File: config.mk
export PLATFORM = sky130hd
export DESIGN_NAME = shot_clock_24
export DESIGN_NICKNAME = d
export VERILOG_FILES = /design/src/rtl/scoreboard_pkg.sv /design/src/rtl/bcd_down_counter_2d.sv /design/src/rtl/shot_clock_24.sv
export SDC_FILE = /design/constraint.sdc
export NUM_CORES = 1
export LEC_CHECK = 0
export ABC_CLOCK_PERIOD_IN_PS = 2120
export CAP_MARGIN = 20
export CORE_MARGIN = 5
export CORE_UTILIZATION = 30
export CTS_CLUSTER_SIZE = 20
export DETAILED_ROUTE_END_ITERATION = 10
export GPL_TIMING_DRIVEN = 0
export PLACE_DENSITY = 0.5
export REMOVE_ABC_BUFFERS = 1
export SYNTH_ARGS = -nofsm -noshare
export SYNTH_HDL_FRONTEND = slang
export SYNTH_SLANG_ARGS = --single-unit
export TNS_END_PERCENT = 100
File: constraint.sdc
create_clock -name clk -period 2.12 [get_ports clk]
set_input_delay 0.212 -clock clk [delete_from_list [all_inputs] [get_ports clk]]
set_output_delay 0.212 -clock clk [all_outputs]
set_load 0.02 [all_outputs]
File: src/rtl/scoreboard_pkg.sv
// scoreboard_pkg: shared shot-clock state encoding, BCD digit type and decimal-to-BCD helper.
package scoreboard_pkg;
  localparam int DIGIT_W = 4;
  localparam logic [1:0] ST_IDLE = 2'd0;
  localparam logic [1:0] ST_RUN = 2'd1;
  localparam logic [1:0] ST_PAUSE = 2'd2;
  localparam logic [1:0] ST_EXPIRED = 2'd3;
  typedef struct packed {
    logic [DIGIT_W-1:0] tens;
    logic [DIGIT_W-1:0] ones;
  } bcd2_t;
  function automatic bcd2_t to_bcd(input int unsigned v);
    to_bcd = {4'(v / 10), 4'(v % 10)};
  endfunction
endpackage

File: src/rtl/bcd_down_counter_2d.sv
// bcd_down_counter_2d: two-digit BCD down-counter with load, saturating decrement and zero flag.
module bcd_down_counter_2d
  import scoreboard_pkg::*;
#(
  parameter int RST_SEC = 24
) (
  input  logic  clk,
  input  logic  rst,
  input  logic  i_load,
  input  bcd2_t i_load_val,
  input  logic  i_dec,
  output bcd2_t o_count,
  output logic  o_zero
);
  bcd2_t r_cnt;
  assign o_count = r_cnt;
  assign o_zero = (r_cnt == 8'h00);
  always_ff @(posedge clk) begin
    if (rst) r_cnt <= to_bcd(RST_SEC);
    else if (i_load) r_cnt <= i_load_val;
    else if (i_dec && !o_zero)
      r_cnt <= (r_cnt.ones == 4'd0) ? {r_cnt.tens - 4'd1, 4'd9} : {r_cnt.tens, r_cnt.ones - 4'd1};
  end
endmodule

File: src/rtl/shot_clock_24.sv
// shot_clock_24: 24 s shot clock driven by a sampled 1 Hz wave; run/pause/reload FSM and buzzer timer.
// Define SHOT_CLOCK_14_EN to enable the btn_reload14 short reload to SHORT_SEC.
module shot_clock_24
  import scoreboard_pkg::*;
#(
  parameter int INIT_SEC  = 24,
  parameter int BUZZ_SECS = 3,
  parameter int SHORT_SEC = 14
) (
  input  logic               clk,
  input  logic               rst,
  input  logic               tick_1hz_in,
  input  logic               btn_start,
  input  logic               btn_pause,
  input  logic               btn_reload,
  input  logic               btn_reload14,
  output logic [DIGIT_W-1:0] sec_tens,
  output logic [DIGIT_W-1:0] sec_ones,
  output logic               running,
  output logic               expired,
  output logic               buzzer
);
  logic       r_tick_d, r_running, r_expired, r_buzzer;
  logic [1:0] r_state, w_next, w_base;
  logic [3:0] r_buzz_cnt;
  logic       w_rise, w_r14, w_reload, w_tick_ok, w_expire, w_zero;
  bcd2_t      w_count, w_load_val;
`ifdef SHOT_CLOCK_14_EN
  assign w_r14 = btn_reload14;
  assign w_load_val = w_r14 ? to_bcd(SHORT_SEC) : to_bcd(INIT_SEC);
`else
  logic w_unused;
  assign w_unused = btn_reload14 ^ (SHORT_SEC != 0);
  assign w_r14 = 1'b0;
  assign w_load_val = to_bcd(INIT_SEC);
`endif
  assign w_rise = tick_1hz_in & ~r_tick_d;
  assign w_reload = w_r14 | btn_reload;
  // a tick only counts in RUN when no higher-priority button is active this cycle
  assign w_tick_ok = w_rise & ~w_reload & ~btn_pause & (r_state == ST_RUN) & ~w_zero;
  assign w_expire = w_tick_ok & (w_count == 8'h01);
  always_comb begin
    w_base = (w_reload && r_state == ST_EXPIRED) ? ST_IDLE : r_state;
    w_next = w_expire ? ST_EXPIRED :
             btn_pause ? ((w_base == ST_RUN) ? ST_PAUSE : w_base) :
             (btn_start && (w_base == ST_IDLE || w_base == ST_PAUSE)) ? ST_RUN : w_base;
  end
  always_ff @(posedge clk) begin
    if (rst) begin
      r_state <= ST_IDLE;
      r_tick_d <= 1'b0;
      r_running <= 1'b0;
      r_expired <= 1'b0;
      r_buzzer <= 1'b0;
      r_buzz_cnt <= 4'd0;
    end else begin
      r_state <= w_next;
      r_tick_d <= tick_1hz_in;
      r_running <= (w_next == ST_RUN);
      r_expired <= (w_next == ST_EXPIRED);
      if (w_reload) begin
        r_buzzer <= 1'b0;
        r_buzz_cnt <= 4'd0;
      end else if (w_expire) begin
        r_buzzer <= 1'b1;
        r_buzz_cnt <= 4'd0;
      end else if (r_state == ST_EXPIRED && w_rise && r_buzzer) begin
        r_buzz_cnt <= r_buzz_cnt + 4'd1;
        if (r_buzz_cnt + 4'd1 == 4'(BUZZ_SECS)) r_buzzer <= 1'b0;
      end
    end
  end
  bcd_down_counter_2d #(.RST_SEC(INIT_SEC)) u_cnt (
    .clk(clk),
    .rst(rst),
    .i_load(w_reload),
    .i_load_val(w_load_val),
    .i_dec(w_tick_ok),
    .o_count(w_count),
    .o_zero(w_zero)
  );
  assign sec_tens = w_count.tens;
  assign sec_ones = w_count.ones;
  assign running = r_running;
  assign expired = r_expired;
  assign buzzer = r_buzzer;
endmodule

==> metrics.txt <==
status=completed; vias in the first global route=711; Mapped Area=893 um2; filler instances=300; CP max-delay cell=or4b_4; Post-synth top cells=dfxtp_1 (18), nand2_1 (9), a21oi_1 (8), nor2_1 (8), nor2b_1 (5); Ant. Diodes=0; CTS tree=done; nets=131; Worst path max stage delay=0.57 ns; IO Count=18; DR vias=778; Synth Register Bits=18; syn avg cell area=8.85 um2; DIE AREA=4170 um2; unique cell type count in the Yosys netlist=37; Clk pwr share=0.307; Final Hold Vio Count=0; DR vias/cell=5.22; # port buffers=16; largest net degree at the start of global routing=10; routed wire length per instance=12.4 um; first-pass GRT wire length=3260 um; Sw Ratio=0.234; DRT iter0 DRCs=44; final slew viol count=0; row cnt=19; PostCTS Resize Cnt=0; Worst-Skew Late Latency=0.30 ns; final hold slack=0.520 ns; htree depth=1; cell-by-cell trace of the critical path=clkdlybuf4s50_1, or4b_4, or3_4, or3_1, a21oi_1; Cells after Synth=101; worst hold path class=flop to flop; layout cells sized above 1=0.0678; slew margin rel.=0.677; sequential share of power=0.618; HPWL after DPL=1390 um; max_cap viols=0; total gr overflow=0; worst slew pin tran=0.483 ns; GPL Wtd Cong=0.686; Final period util=0.896; leak pwr=0.411 nW; clk sink count=18; Setup Viol. Count Final=0; clk slew on worst S/H paths=0.11 ns; Setup Skew=0.0104 ns; Die W=64.6 um; DRC viols=0; clk buf depth=2; min cycle time layout=1.90 ns; # Post-CTS Setup Buffers=0; Post-Route WL=1840 um; Synth async-reset ratio=0; Initial Util=0.318; Num CTS Buffers=3; Max VDD drop=0.000227 V; CP max FO=7; Post-synth EDFFs=0; Layout area overhead=23.9%; Hold-fix buffers, CTS=0; Comb power frac=0.075; post-synth top area share=0.403; Primary FF master, synth=dfxtp_1; cell with the most instances after synthesis=dfxtp_1; initial antenna violation count=0; total iterations of the first detailed-routing run=4; Worst Setup Path Type=primary input to flop; Core Footprint=2810 um2; CTS root buf=clkbuf_4; Sw Pwr=131 uW; Synth area leaders=dfxtp_1 (40%), ha_1 (5.6%), a21oi_1 (4.5%); synth warn=0; sequential share of the synthesized area=0.403; CP required=2.36 ns; CP Launch Type=primary input; CP arrival=2.14 ns; cell area power density=506 nW/um2; Synth area leader=dfxtp_1; Worst Setup End Kind=flop; DRT antenna net count=0; Max Freq=526 MHz; Pint=429 uW; Die Y=64.6 um; All-Layer GR Usage=0.0990; RSZ-0062 raised after global routing=no; setup TNS=0 ns
## routing by layer
layer | global-route usage | wire (um) | share of wire
met5 | 0 | 0 | 0
met4 | 0.0237 | 14 | 0.0076
met1 | 0.134 | 931 | 0.51
met2 | 0.140 | 790 | 0.43
met3 | 0.0484 | 104 | 0.056
## layout make-up
class | instances | area, um2 | share of cell area
multi-input combinational | 78 | 514 | 0.464
tap | 31 | 38.8 | 0.0350
clock buffer | 3 | 22.5 | 0.0203
timing repair buffer | 16 | 160 | 0.145
inverter | 3 | 11.3 | 0.0102
sequential | 18 | 360 | 0.325
## power by group through the flow
stage                     logic, mW  clock network (mW)  registers, mW
after floorplan              0.0186                   0          0.355
after global placement       0.0422                   0          0.354
after detailed placement     0.0424                   0          0.354
after CTS                    0.0425               0.190          0.346
after global routing         0.0463               0.194          0.347
final                        0.0418               0.172          0.346
## sequential cells by signal, indices dropped and copies added (netlist names)
register	cells
r_tick_d	1
expired	1
buzzer	1
r_buzz_cnt	4
r_state	2
u_cnt.o_count	8
running	1
## worst paths after layout
| path | startpoint | endpoint | slack, ns | cells after the start |
|---|---|---|---|---|
| max reg2reg | r_state[1]$_SDFF_PP0_ | u_cnt.o_count[1]$_SDFFE_PP0P_ | 0.29 | 4 |
| min reg2reg | u_cnt.o_count[6]$_SDFFE_PP0P_ | u_cnt.o_count[6]$_SDFFE_PP0P_ | 0.52 | 2 |
| min | u_cnt.o_count[6]$_SDFFE_PP0P_ | u_cnt.o_count[6]$_SDFFE_PP0P_ | 0.52 | 2 |
| max | btn_reload | u_cnt.o_count[1]$_SDFFE_PP0P_ | 0.22 | 5 |
## cells by family (layout without fill, tap and decap cells)
logic type               after synthesis  in the layout  synth area share
adder cells (fa/ha/maj)                4              4            0.0560
flip-flops                            18             18             0.403
buffers and inverters                  5             22            0.0210
AND/OR/NAND/NOR                       48             48             0.308
AO/OA/AOI/OAI                         20             20             0.150
XOR/XNOR                               4              4            0.0392
multiplexers                           2              2            0.0224
## per-stage QoR
step                      total power, mW  std cells  area, um2  setup WS, ns  utilization
after floorplan                     0.374         99        886         0.382            -
after global placement              0.396        146       1080       -0.0668        0.387
after detailed placement            0.396        146       1080        -0.105        0.387
after CTS                           0.579        149       1110         0.224        0.395
after global routing                0.587        149       1110         0.171        0.395
final                               0.560        149       1110         0.219        0.395
## worst max-delay path: cells and delay by family
family	cells	cell delay, ns
AO/OA/AOI/OAI	1	0.13
buffers and inverters	1	0.51
AND/OR/NAND/NOR	3	1.29
## cell usage in the layout, fill, tap and decap left out, types with 2 or more instances in the layout
cell             synthesis  routed
inv_1                    3       3
or3_1                    2       2
nand2_1                  9       9
nor3b_1                  2       2
dfxtp_1                 18      18
nand2b_1                 2       2
clkbuf_4                 0       3
xor2_1                   3       3
and2_1                   2       2
mux2i_1                  2       2
clkdlybuf4s50_1          0      16
ha_1                     4       4
nand3_1                  4       4
nor3_1                   4       4
o21ai_0                  2       2
nor2b_1                  5       5
nor2_1                   8       8
and3_1                   2       2
a21oi_1                  8       8
nor4b_1                  2       2
(Power assumes the default switching activity.)
